### config.mk
export PLATFORM = sky130hd
export DESIGN_NAME = mem_req_arbiter
export DESIGN_NICKNAME = d
export VERILOG_FILES = /design/src/rtl/mem_req_arbiter.sv
export SDC_FILE = /design/constraint.sdc
export NUM_CORES = 1
export LEC_CHECK = 0
export ABC_AREA = 1
export BUFFER_PORTS_ARGS = -buffer_cell sky130_fd_sc_hd__buf_2
export CORE_MARGIN = 4
export CORE_UTILIZATION = 25
export CTS_BUF_LIST = sky130_fd_sc_hd__clkbuf_4 sky130_fd_sc_hd__clkbuf_8 sky130_fd_sc_hd__clkbuf_16
export CTS_CLUSTER_SIZE = 20
export DETAILED_ROUTE_END_ITERATION = 12
export HOLD_SLACK_MARGIN = 0.05
export MAX_ROUTING_LAYER = met4
export PLACE_DENSITY = 0.54
export SLEW_MARGIN = 20
export SYNTH_ARGS = -nofsm -noshare
export SYNTH_HDL_FRONTEND = slang
export SYNTH_SLANG_ARGS = --single-unit
### constraint.sdc
create_clock -name clk -period 9.2 [get_ports clk]
set_input_delay 0.92 -clock clk [delete_from_list [all_inputs] [get_ports clk]]
set_output_delay 0.92 -clock clk [all_outputs]
set_load 0.02 [all_outputs]
### src/rtl/mem_req_arbiter.sv
// Four-client round-robin arbiter onto a two-port memory, with same-address
// hazard blocking, read-response routing and a saturating hazard counter.

module mem_rsp_lane #(
  parameter int DATA_WIDTH = 16
) (
  input  logic [1:0]            lane_id,
  input  logic                  p0_vld,
  input  logic [1:0]            p0_id,
  input  logic                  p1_vld,
  input  logic [1:0]            p1_id,
  input  logic [DATA_WIDTH-1:0] rdata0,
  input  logic [DATA_WIDTH-1:0] rdata1,
  output logic                  vld,
  output logic [DATA_WIDTH-1:0] rdata
);
  logic hit0, hit1;
  assign hit0  = p0_vld && (p0_id == lane_id);
  assign hit1  = p1_vld && (p1_id == lane_id);
  assign vld   = hit0 | hit1;
  assign rdata = hit0 ? rdata0 : (hit1 ? rdata1 : '0);
endmodule

module mem_req_arbiter #(
  parameter int DATA_WIDTH = 16,
  parameter int DATA_DEPTH = 4
) (
  input  logic                    clk,
  input  logic                    rst_n,
  input  logic [3:0]              req_valid,
  output logic [3:0]              req_ready,
  input  logic [3:0]              req_we,
  input  logic [4*DATA_DEPTH-1:0] req_addr,
  input  logic [4*DATA_WIDTH-1:0] req_wdata,
  output logic [3:0]              rsp_valid,
  output logic [4*DATA_WIDTH-1:0] rsp_rdata,
  output logic                    mem_we0,
  output logic [DATA_DEPTH-1:0]   mem_addr0,
  output logic [DATA_WIDTH-1:0]   mem_wdata0,
  input  logic [DATA_WIDTH-1:0]   mem_rdata0,
  output logic                    mem_we1,
  output logic [DATA_DEPTH-1:0]   mem_addr1,
  output logic [DATA_WIDTH-1:0]   mem_wdata1,
  input  logic [DATA_WIDTH-1:0]   mem_rdata1,
  output logic [15:0]             conflict_cnt
);
  localparam int NC = 4;

  logic [NC-1:0][DATA_DEPTH-1:0] addr_v;
  logic [NC-1:0][DATA_WIDTH-1:0] wdata_v;
  logic [NC-1:0][DATA_WIDTH-1:0] rdata_v;
  assign addr_v    = req_addr;
  assign wdata_v   = req_wdata;
  assign rsp_rdata = rdata_v;

  logic [1:0] rr_ptr;
  logic       gnt_a_vld, gnt_b_vld, hazard;
  logic [1:0] gnt_a, gnt_b, c;

  // Grants are suppressed while reset is held so the ports go idle at once.
  always_comb begin
    gnt_a_vld = 1'b0;
    gnt_a     = 2'd0;
    gnt_b_vld = 1'b0;
    gnt_b     = 2'd0;
    hazard    = 1'b0;
    c         = 2'd0;
    for (int k = 0; k < NC; k++) begin
      c = rr_ptr + 2'(k);
      if (rst_n && req_valid[c]) begin
        if (!gnt_a_vld) begin
          gnt_a_vld = 1'b1;
          gnt_a     = c;
        end else if (!gnt_b_vld) begin
          if ((addr_v[c] == addr_v[gnt_a]) && (req_we[c] || req_we[gnt_a]))
            hazard = 1'b1;
          else begin
            gnt_b_vld = 1'b1;
            gnt_b     = c;
          end
        end
      end
    end
  end

  always_comb begin
    req_ready = '0;
    if (gnt_a_vld) req_ready[gnt_a] = 1'b1;
    if (gnt_b_vld) req_ready[gnt_b] = 1'b1;
  end

  assign mem_we0    = gnt_a_vld && req_we[gnt_a];
  assign mem_addr0  = gnt_a_vld ? addr_v[gnt_a]  : '0;
  assign mem_wdata0 = gnt_a_vld ? wdata_v[gnt_a] : '0;
  assign mem_we1    = gnt_b_vld && req_we[gnt_b];
  assign mem_addr1  = gnt_b_vld ? addr_v[gnt_b]  : '0;
  assign mem_wdata1 = gnt_b_vld ? wdata_v[gnt_b] : '0;

  // One {valid, client} tag per port; memory returns data the next cycle.
  logic       p0_vld, p1_vld;
  logic [1:0] p0_id, p1_id;

  always_ff @(posedge clk or negedge rst_n) begin
    if (!rst_n) begin
      rr_ptr       <= 2'd0;
      p0_vld       <= 1'b0;
      p0_id        <= 2'd0;
      p1_vld       <= 1'b0;
      p1_id        <= 2'd0;
      conflict_cnt <= '0;
    end else begin
      if (gnt_b_vld)      rr_ptr <= gnt_b + 2'd1;
      else if (gnt_a_vld) rr_ptr <= gnt_a + 2'd1;
      p0_vld <= gnt_a_vld && !req_we[gnt_a];
      p0_id  <= gnt_a;
      p1_vld <= gnt_b_vld && !req_we[gnt_b];
      p1_id  <= gnt_b;
      if (hazard && (conflict_cnt != 16'hFFFF))
        conflict_cnt <= conflict_cnt + 16'd1;
    end
  end

  for (genvar i = 0; i < NC; i++) begin : g_lane
    mem_rsp_lane #(.DATA_WIDTH(DATA_WIDTH)) u_lane (
      .lane_id (2'(i)),
      .p0_vld  (p0_vld),
      .p0_id   (p0_id),
      .p1_vld  (p1_vld),
      .p1_id   (p1_id),
      .rdata0  (mem_rdata0),
      .rdata1  (mem_rdata1),
      .vld     (rsp_valid[i]),
      .rdata   (rdata_v[i])
    );
  end
endmodule

After elaboration in Yosys (flattened, before gate mapping)
Cells that the tools add are included.

storage, ports and cells
  output and inout port bits = 130
  word-level logic and storage cells = 176
  input bits = 122
  register bits = 24

cells by class
  reductions and logical operators = 30
  bitwise operators = 5
  multiplexer cells = 108
  magnitude comparators = 11
  equal/unequal tests = 10
  $add $sub $neg = 6

operator list
  operator               number
  $mux 16                12
  $bmux 16 s2            2
  $bmux 4 s2             8
  $mux 4                 12
  $mux 1                 40
  $mux 2                 20
  $lt 2x3->1 const B     9
  $bmux 1 s2             12
  $logic_and 1x1->1      22
  $add 16x1->16 const B  1
  $ne 16x16->1 const B   1
  $eq 4x4->1             3
  $eq 2x2->1 const B     4
  $add 2x1->2 const B    3
  $add 2x2->2 const B    2
  $demux 1 s2            2
  $eq 2x1->1 const B     2
  $ge 2x1->1 const B     2
  $logic_not 2->1        2
  $or 1x1->1             4
  $or 4x4->4             1
  $logic_or 1x1->1       3
  $logic_not 1->1        2
  $reduce_bool 2->1      1

Depth between registers and ports, before layout
  depth in word-level cells = 25
  mapped depth = 29
  gate-level depth less buffers = 28

Modules after synthesis
From an unflattened synthesis, not the netlist that was laid out.

second synthesis, totals
  cells, all modules = 1101
  area, all modules = 6130.9 µm²

modules (own cells, without submodules)
  module           cells each  seq. area each (µm²)  times used  area an instance (µm²)
  mem_req_arbiter  813         600.6                 1           4319.1
  mem_rsp_lane     72          0.0                   4           452.9

Least setup slack after synthesis
OpenSTA, ideal clock, no wires.

  path type = input-to-output
  start = input req_valid[3]
  end = output req_ready[3]
  cell stages on the path = 22
  buffers on the path = 2
  arrival time = 3669 ps
  setup slack = 4611 ps
  data required time = 8280 ps
  cell sequence = nand2_2 nand3_1 nand3_4 inv_1 ha_1 clkbuf_1 o21ai_0 o21ai_1 xor2_1 inv_1 nor2_1 nand3_1 nand2_1 nand2_1 clkinv_1 nand2_1 o21ai_0 inv_2 nand2_4 inv_2 buf_6 o21ai_0

between the ends
  word-level cells in the longest chain between the ends = 25
  elaborated cells on any way between the ends = 79
  those cells by class = order compare (4); eq/ne (3); mux (59); bitwise (1); reduce/logical (12)

ends and longest elaborated chain
  element                                                         RTL line  RTL
  start: declaration                                              30        input logic [3:0] req_valid,
  $bmux 1 s2                                                      70        if (rst_n && req_valid[c]) begin
  $mux 1 (implied by the code)                                    70
  $logic_and 1x1->1                                               70
  $mux 2                                                          70
  $bmux 4 s2 or $bmux 1 s2 (tied branches)                        75        if ((addr_v[c] == addr_v[gnt_a]) && (req_we[c] || req_we[gnt_a]))
  $mux 4 (implied by the code) or $mux 1 (tied branches)          75
  $eq 4x4->1 or $logic_or 1x1->1 (tied branches)                  75
  $logic_and 1x1->1                                               75
  [9 not listed]                                                  -
  $mux 2                                                          71        if (!gnt_a_vld) begin
  $mux 2                                                          70
  $lt 2x3->1 (implied by the code) or $ge 2x1->1 (tied branches)  89        if (gnt_b_vld) req_ready[gnt_b] = 1'b1;
  $logic_and 1x1->1 (implied by the code)                         89
  $mux 1 (implied by the code)                                    89
  $demux 1 s2                                                     89
  $or 4x4->4 (no line)                                            -
  $mux 4 (*)                                                      89
  end: declaration                                                31        output logic [3:0] req_ready,

Every way passes the cells marked *; elsewhere a longest branch is shown, timed or not. The select of a mux whose other input is x is not followed.

Worst setup path in the final report
  start = register rr_ptr[0]
  end = output mem_wdata1[10]

between the ends
  word-level cells in the longest chain between the ends = 22
  elaborated cells on any way between the ends = 81
  those cells by class = add/sub (3); eq/ne (3); mux (65); reduce/logical (10)

ends and longest elaborated chain
  element                                                 RTL line  RTL
  start: declaration                                      56        logic [1:0] rr_ptr;
  start signal: assignment                                112       if (gnt_b_vld) rr_ptr <= gnt_b + 2'd1;
  start signal: assignment                                113       else if (gnt_a_vld) rr_ptr <= gnt_a + 2'd1;
  $bmux 1 s2                                              70
  $mux 1 (implied by the code)                            70
  $logic_and 1x1->1                                       70
  $mux 2                                                  70
  $bmux 4 s2 or $bmux 1 s2 (tied branches)                75
  $mux 4 (implied by the code) or $mux 1 (tied branches)  75
  $eq 4x4->1 or $logic_or 1x1->1 (tied branches)          75
  $logic_and 1x1->1                                       75
  [6 not listed]                                          -
  $mux 2                                                  70
  $mux 2                                                  75
  $mux 2                                                  74        end else if (!gnt_b_vld) begin
  $mux 2                                                  71
  $mux 2                                                  70
  $bmux 16 s2                                             97        assign mem_wdata1 = gnt_b_vld ? wdata_v[gnt_b] : '0;
  $mux 16 (implied by the code)                           97
  $mux 16 (*)                                             97
  end: declaration                                        43        output logic [DATA_WIDTH-1:0] mem_wdata1,

Marked as above.

==> run summary <==
RSZ-0062 raised after global routing: no
CP arrival: 5490 ps
Worst Setup Slack, final: 2790 ps
Root Buffer Master: clkbuf_16
IR drop worst, VDD: 264 uV
DRC: 0
Multi-input gate area: 0.00356 mm2
GRT Total Usage: 18.9%
die area: 0.0223 mm2
final core occ: 32.5%
Syn Inst Count: 904
Synth Register Bits: 24
CTS tree: done
DRT antenna net count: 0
hold_sp: conflict_cnt[15]$_DFFE_PN0P_
synthesized area per cell: 5.53 um2
relative slew slack: 31.2%
worst-skew pair later-pin latency: 260 ps
status: finished, final reports clean
ys flop type: dfrtp_1
fin crit share: 69.7%
Mapped Area: 0.00500 mm2
Setup crit end kind: output port
global-route wire length before repair: 33.5 mm
Rows: 51
startpoint types: flop
power per cell area: 418 mW/mm2
leading area contributor after synthesis: nand2_1
Initial Utilization: 25.5%
commonest non-fill, non-tap cell in the layout: buf_2
syn nets: 1028
P_leak: 3.56 nW
I/O Buffers: 251
Reg-to-Reg Start: rr_ptr[0]$_DFFE_PN0P_
synthesis-to-finish area growth: 27.4%
Worst-Margin Slew: 1030 ps
crit path max fanout: 64
Die Y: 149 um
ys async rst share: 100%
Overall Power: 0.00266 W
dpl ws: 2980 ps
post-placement cell count: 1369
fill count: 2293
Detailed Place HPWL: 17.3 mm
most frequent cells in the layout: buf_2, nand2_1, inv_1
crit path kind: reg2out
hold depth: 2
clock-pin slew on the worst setup and hold paths: 60 ps
CTS Buffer Depth: 2
final std cells w/o fill: 1374
I/O Pins: 252
htree depth: 1
CP required: 8280 ps
Via Count: 6976
Worst Reg-to-Reg Cells: 14
Hold Buf Count CTS: 0
count of different cell masters after synthesis: 38
Setup Fix Bufs, Post-CTS: 0
Max-Cap Viols: 0
core area: 0.0196 mm2
# setup viols final: 0
setup tns final: 0 ps
worst hold path class: reg2reg
Yosys warning total: 0
CTS sink count: 24
DR WL/cell: 16.2 um
top cell type's share of synthesized area: 17.3%
First DRT Iteration DRCs: 461
Post-Route WL: 22.2 mm
Detailed Routing Iterations Pass 1: 5
Num CTS Buffers: 3
synth top area cells: nand2_1, dfrtp_1, o22ai_1, inv_1, nand3_1
Post-synth EDFFs: 0
Worst Skew: 2.99 ps
share of cells above drive strength 1: 27.1%
gpl congestion: 0.931
nets: 1233
critical path startpoint: rr_ptr[0]$_DFFE_PN0P_
vias in the first global route: 6419
total grt overflow: 0
initial antenna violation count: 1
Hold Fails Final Rpt: 0
Seq/Total Area, Yosys: 12.0%
vias per inst: 5.08
largest net degree at the start of global routing: 65
Die Width: 149 um
max-slew violations: 0
Resized cells post-CTS: 0
Final min period: 6410 ps
flip-flop and latch area: 601 um2
Fmax achieved: 156 MHz
[flip-flops by register name, summed over array words and instances (netlist names)]
| name | count |
|---|---|
| p0_id | 2 |
| rr_ptr | 2 |
| p0_vld | 1 |
| p1_id | 2 |
| conflict_cnt | 16 |
| p1_vld | 1 |
[Yosys cell counts (3+ instances only)]
library cell  count
xnor2_1           5
o22ai_1          89
o211ai_1         20
nor3_1           11
xor2_1           12
inv_2             7
nand3_4           3
dfrtp_1          24
nor4_1            3
inv_1           134
o221ai_1         18
buf_4            11
a21oi_1          17
nand3_1          95
buf_6             6
nand2_4           7
nand4_1           7
nor2_1           71
clkbuf_1         17
nand3_2           4
buf_2            16
nand2_1         230
o21ai_1          16
o21ai_0          46
nand2_2          19
[critical path, cell delays in order (launching register included)]
cell     delay [ps]
dfrtp_1        1010
inv_2           340
nand2_1         270
nand2_2         340
nand2_2         160
nand3_2         230
nand2_2         190
nand2_2         170
nand2_2         160
nand2_2         150
nand2_1          90
nand3_1          90
a21oi_1         170
nor2_1           70
nand3_2         120
nand2_4          80
inv_2           110
nand3_4         160
nand2_4         520
inv_2           280
nor2_1          150
nor2_1           60
nor2_1          120
buf_2           180
[layer usage]
| metal | track usage [%] | wire length [um] | vias up |
|---|---|---|---|
| met5 | - | 0 | - |
| met4 | 5.08 | 565 | 0 |
| met3 | 2.52 | 1900 | 43 |
| met2 | 33.3 | 10600 | 370 |
| met1 | 22.6 | 9220 | 3109 |
| li1 | - | - | 3454 |
[report_power, final]
group          total [W]  switching [W]  internal [W]
registers       0.000169      0.0000423      0.000127
logic            0.00239        0.00168      0.000703
clock network   0.000105      0.0000384     0.0000666
[final cells by class]
| class | instances | share of cell area [%] |
|---|---|---|
| antenna | 1 | 0.0393 |
| clock buffer | 4 | 1.39 |
| inverter | 142 | 8.37 |
| multi-input combinational | 687 | 55.8 |
| sequential | 24 | 9.43 |
| tap | 265 | 5.21 |
| timing repair buffer | 251 | 19.7 |
[cells by family after synthesis]
family	share of synthesized area, %
and+or+nand+nor	41.0
xor gates and xnor gates	2.98
buffers and inverters	16.8
AOI/OAI and AO/OA	26.7
DFF	12.0
adders and majority gates	0.501
[stage by stage]
stage | hold slack (ps) | area (um2)
3_3_place_gp | 498 | 6280
6_report | 521 | 6370
3_5_place_dp | 512 | 6280
5_1_grt | 570 | 6370
4_1_cts | 529 | 6370
2_1_floorplan | 549 | 5000
[worst paths after layout]
check                                               end  slack, ps
max                                      mem_wdata1[10]       2790
min                        conflict_cnt[15]$_DFFE_PN0P_        520
max reg2reg                            p0_vld$_DFF_PN0_       4220
min reg2reg                conflict_cnt[15]$_DFFE_PN0P_        520
max in group asynchronous   conflict_cnt[8]$_DFFE_PN0P_       8060
min in group asynchronous   conflict_cnt[4]$_DFFE_PN0P_        690
Note: power is estimated with default switching activity, not from simulation.
